<file path="config.mk">
export PLATFORM = sky130hd
export DESIGN_NAME = cyclic_sequencer
export DESIGN_NICKNAME = d
export VERILOG_FILES = /design/src/rtl/cyclic_sequencer.sv
export SDC_FILE = /design/constraint.sdc
export NUM_CORES = 1
export LEC_CHECK = 0
export BUFFER_PORTS_ARGS = -buffer_cell sky130_fd_sc_hd__buf_4
export CAP_MARGIN = 20
export CORE_MARGIN = 2
export CORE_UTILIZATION = 25
export DETAILED_ROUTE_END_ITERATION = 8
export SLEW_MARGIN = 0
export SYNTH_ARGS = -nofsm -noshare
export SYNTH_HDL_FRONTEND = slang
export SYNTH_SLANG_ARGS = --single-unit
</file>
<file path="constraint.sdc">
create_clock -name clk -period 1.1 [get_ports clk]
set_input_delay 0.055 -clock clk [delete_from_list [all_inputs] [get_ports clk]]
set_output_delay 0.055 -clock clk [all_outputs]
set_load 0.05 [all_outputs]
</file>
<file path="src/rtl/cyclic_sequencer.sv">
// cyclic_sequencer: N-position cyclic sequencer with up/down stepping,
// parallel load, wrap pulse and rejected-load pulse.
// Optional lap counter enabled by defining the macro CYC_SEQ_LAP_EN;
// without it lap_count is tied to zero and no counter register exists.
module cyclic_sequencer #(
    parameter int NUM_STATES = 3,
    parameter int LAP_W      = 8,
    localparam int SW        = $clog2(NUM_STATES)
) (
    input  logic             clk,
    input  logic             rst,
    input  logic             pause,
    input  logic             restart,
    input  logic             dir,
    input  logic             load,
    input  logic [SW-1:0]    load_val,
    output logic [SW-1:0]    state,
    output logic             odd,
    output logic             even,
    output logic             terminal,
    output logic             wrap,
    output logic             load_err,
    output logic [LAP_W-1:0] lap_count
);

    localparam int            LAST_I = NUM_STATES - 1;
    localparam int            ONE_I  = 1;
    localparam logic [SW-1:0] LAST   = LAST_I[SW-1:0];
    localparam logic [SW-1:0] ONE    = ONE_I[SW-1:0];
    // One bit wider than the index so the bound is representable when
    // NUM_STATES is a power of two.
    localparam logic [SW:0]   COUNT  = NUM_STATES[SW:0];

    typedef enum logic [1:0] {
        OP_ADVANCE,
        OP_HOLD,
        OP_LOAD,
        OP_RESTART
    } op_t;

    op_t           op;
    logic [SW-1:0] start_pos;
    logic [SW-1:0] end_pos;
    logic          state_legal;
    logic          load_legal;
    logic [SW-1:0] state_nxt;
    logic          wrap_nxt;
    logic          load_err_nxt;

    // Position register plus the two single-cycle status pulses.
    always_ff @(posedge clk) begin
        if (rst) begin
            state    <= '0;
            wrap     <= 1'b0;
            load_err <= 1'b0;
        end else begin
            state    <= state_nxt;
            wrap     <= wrap_nxt;
            load_err <= load_err_nxt;
        end
    end

    // Select the action by priority and compute the following position.
    always_comb begin
        op           = OP_ADVANCE;
        state_nxt    = state;
        wrap_nxt     = 1'b0;
        load_err_nxt = 1'b0;
        start_pos    = dir ? LAST : '0;
        end_pos      = dir ? '0 : LAST;
        state_legal  = ({1'b0, state} < COUNT);
        load_legal   = ({1'b0, load_val} < COUNT);

        if (restart)    op = OP_RESTART;
        else if (load)  op = OP_LOAD;
        else if (pause) op = OP_HOLD;

        if (!state_legal) begin
            // Recover from an out-of-range index regardless of the request.
            state_nxt = '0;
        end else begin
            case (op)
                OP_RESTART: state_nxt = start_pos;
                OP_LOAD: begin
                    if (load_legal) state_nxt    = load_val;
                    else            load_err_nxt = 1'b1;
                end
                OP_HOLD: state_nxt = state;
                default: begin
                    if (state == end_pos) begin
                        state_nxt = start_pos;
                        wrap_nxt  = 1'b1;
                    end else if (dir) begin
                        state_nxt = state - ONE;
                    end else begin
                        state_nxt = state + ONE;
                    end
                end
            endcase
        end
    end

    // Phase flags follow the 1-based position; terminal flags leaving E.
    always_comb begin
        odd      = ~state[0];
        even     = state[0];
        terminal = ~rst & (state == end_pos) & (restart | (~pause & ~load));
    end

`ifdef CYC_SEQ_LAP_EN
    localparam logic [LAP_W-1:0] LAP_MAX = '1;
    localparam logic [LAP_W-1:0] LAP_ONE = ONE_I[LAP_W-1:0];

    logic [LAP_W-1:0] lap_q;

    // Saturating count of wrap-around advances; restart clears it, load does not.
    always_ff @(posedge clk) begin
        if (rst || restart) begin
            lap_q <= '0;
        end else if (wrap_nxt && (lap_q != LAP_MAX)) begin
            lap_q <= lap_q + LAP_ONE;
        end
    end

    assign lap_count = lap_q;
`else
    assign lap_count = '0;
`endif

endmodule
</file>
==> run metrics <==
root buffer cell clkbuf_4; CP Launch Type flip-flop; Die Ht 42.9 um; syn_area_per_cell 8.40 um^2; achievable frequency 0.752 GHz; final setup violation count 3; via count 364; ant diodes 0; Total Power 746 uW; failing checks setup timing; DPL Wire Length 689 um; Seq/Total Area, Yosys 0.212; Final Hold Viols 0; Total Nets Final 83; status complete, but fails checks; Synth warnings 0; largest net degree at the start of global routing 5; 1st-iter DRT viols 3; placed insts 79; core box area 1450 um^2; die extent in x 42.9 um; crit-path cells xor2_2 > ha_4 > nor3b_4 > buf_6; GRT Overall Usage 0.0989; final non-filler cell total 85; hold depth 3; Reg power frac 0.220; clock share of power 0.269; Mapped Cells 45; worst setup path end terminal; Starting Density 0.260; Routed WL 843 um; Crit-path slowest cell dfxtp_2; Site Rows 14; Max clock buf depth 2; Crit. Startpoint state[1]; DRC 0; reg-to-reg startpoint state[1]; combinational power share 0.511; P_leak 0.304 nW; IO Count 23; FF-to-FF path depth 6; CTS sink count 4; CP Max Fanout 2; RSZ-0062 raised after global routing true; WS Path Type flip-flop to output port; Max-cap violations 0; Net Switching 304 uW; most common cell after layout, fill and taps aside buf_4; die area 1840 um^2; Final WS setup -0.230 ns; Syn-to-layout area delta 67.2%; Critical Path AT 1.28 ns; design area 632 um^2; most frequent cells in the layout 20 x buf_4, 8 x conb_1, 4 x nor2_1; H-Tree Depth 1; CTS tree yes; peak supply drop 0.403 mV; Cell Area, Placed 547 um^2; max-slew violations 0; port buffer count 14; hold-fix buffers at CTS 0; Worst Clk Skew 0.00117 ns; grt total ovfl 0; Hold Worst Slack 0.103 ns; reg2reg end state[1]; routed len/inst 9.92 um; Hold WC Path Type input pin to flip-flop; Net Sw Frac 0.407; clock period minus worst slack 1.33 ns; pwr/cell area 1180 nW/um^2; Cell variety after synth 22; Synth Register Bits 4; post-route antenna net violation count 0; worst-skew pair later-pin latency 0.23 ns; P_int 442 uW; GPL Wtd Cong 0.728; first-pass GRT wire length 1370 um; number of global-route vias before repair 352; Reg clk slew, reported paths 0.04 ns; kind of end point of the critical path output port; CP max stage delay 0.33 ns; clock buffer count from CTS 3; Detailed Routing Iterations Pass 1 2; worst endpoint required time 1.04 ns; layout cells sized above 1 0.594; Vias per Instance 4.28; FF-to-FF setup slack -0.17 ns; antenna violations before repair 0; fin crit share 1.21; mapped cell area 378 um^2
[routing by layer]
metal | global-route usage | vias to the layer above | share of wire
met1 | 0.101 | 168 | 0.36
met4 | 0.0375 | 0 | 0
li1 | - | 181 | -
met2 | 0.197 | 15 | 0.58
met5 | 0 | - | 0
met3 | 0.0128 | 0 | 0.059
[state kept, by name, summed over array words and instances (netlist names)]
name	flops
load_err	1
state	2
wrap	1
[final cells by class]
class,count,area (um^2)
sequential,4,85.1
fill,149,822
multi-input combinational,34,305
tap,16,20.0
clock buffer,4,26.3
timing repair buffer,22,173
inverter,5,22.5
[metrics by stage]
| stage | util | setup slack (ns) | TNS (ns) |
|---|---|---|---|
| final | 0.435 | -0.230 | -0.486 |
| after detailed placement | 0.376 | -0.204 | -0.458 |
| after CTS | 0.426 | -0.249 | -0.477 |
| after global placement | 0.376 | -0.127 | -0.322 |
| after floorplan | - | -0.396 | -1.14 |
| after global routing | 0.435 | -0.285 | -0.669 |
[power groups by stage]
stage | combinational [mW] | clock (mW) | sequential (mW)
after floorplan | 0.215 | 0 | 0.205
after global placement | 0.325 | 0 | 0.166
after detailed placement | 0.336 | 0 | 0.167
after CTS | 0.372 | 0.209 | 0.164
after global routing | 0.406 | 0.214 | 0.166
final | 0.381 | 0.200 | 0.164
[synth_stat cells]
library cell	number	area share
a21o_1	1	0.020
nor2_4	1	0.030
nand2_1	2	0.020
nor3b_1	1	0.020
a21o_2	1	0.023
inv_1	4	0.040
inv_2	1	0.0099
dfxtp_1	4	0.21
ha_1	5	0.17
nand3_1	2	0.026
a21oi_1	1	0.013
a311oi_1	1	0.023
o211ai_1	1	0.020
a31oi_2	1	0.033
nor4b_1	1	0.023
a221o_1	1	0.026
xor2_1	1	0.023
conb_1	1	0.0099
nor2_1	4	0.040
nand2b_1	1	0.017
nand3_2	1	0.026
buf_4	9	0.18
[critical path, delay by kind of cell (launching register included)]
kind | cells | cell delay (ns)
AND/OR/NAND/NOR | 1 | 0.17
XOR/XNOR | 1 | 0.20
flip-flops | 1 | 0.33
buffers and inverters | 1 | 0.18
adder cells (fa/ha/maj) | 1 | 0.16
[logic make-up (layout without fill, tap and decap cells)]
logic type / Yosys count / in the layout / synth area share
adder cells (fa/ha/maj): 5 / 5 / 0.166
XOR/XNOR: 1 / 1 / 0.0232
flip-flops: 4 / 4 / 0.212
buffers and inverters: 14 / 31 / 0.228
other: 1 / 8 / 0.00992
AND/OR/NAND/NOR: 13 / 13 / 0.202
AO/OA/AOI/OAI: 7 / 7 / 0.159
[timing repair]
item | in CTS | in global routing
pin swaps | 4 | 2
resized for setup | 7 | 2
buffers inserted | 2 | 0
setup endpoints to repair | 4 | 5
[worst min-delay path by stage]
| stage | start | to | slack (ns) |
|---|---|---|---|
| CTS | load_val[1] | load_err | 0.1 |
| floorplan | rst | terminal | 0.18 |
| detailed placement | load_val[1] | load_err | 0.35 |
| global route | load_val[0] | load_err | 0.11 |
| finish | load_val[1] | load_err | 0.10 |
| global placement | load_val[1] | load_err | 0.34 |
(Power assumes the default switching activity.)
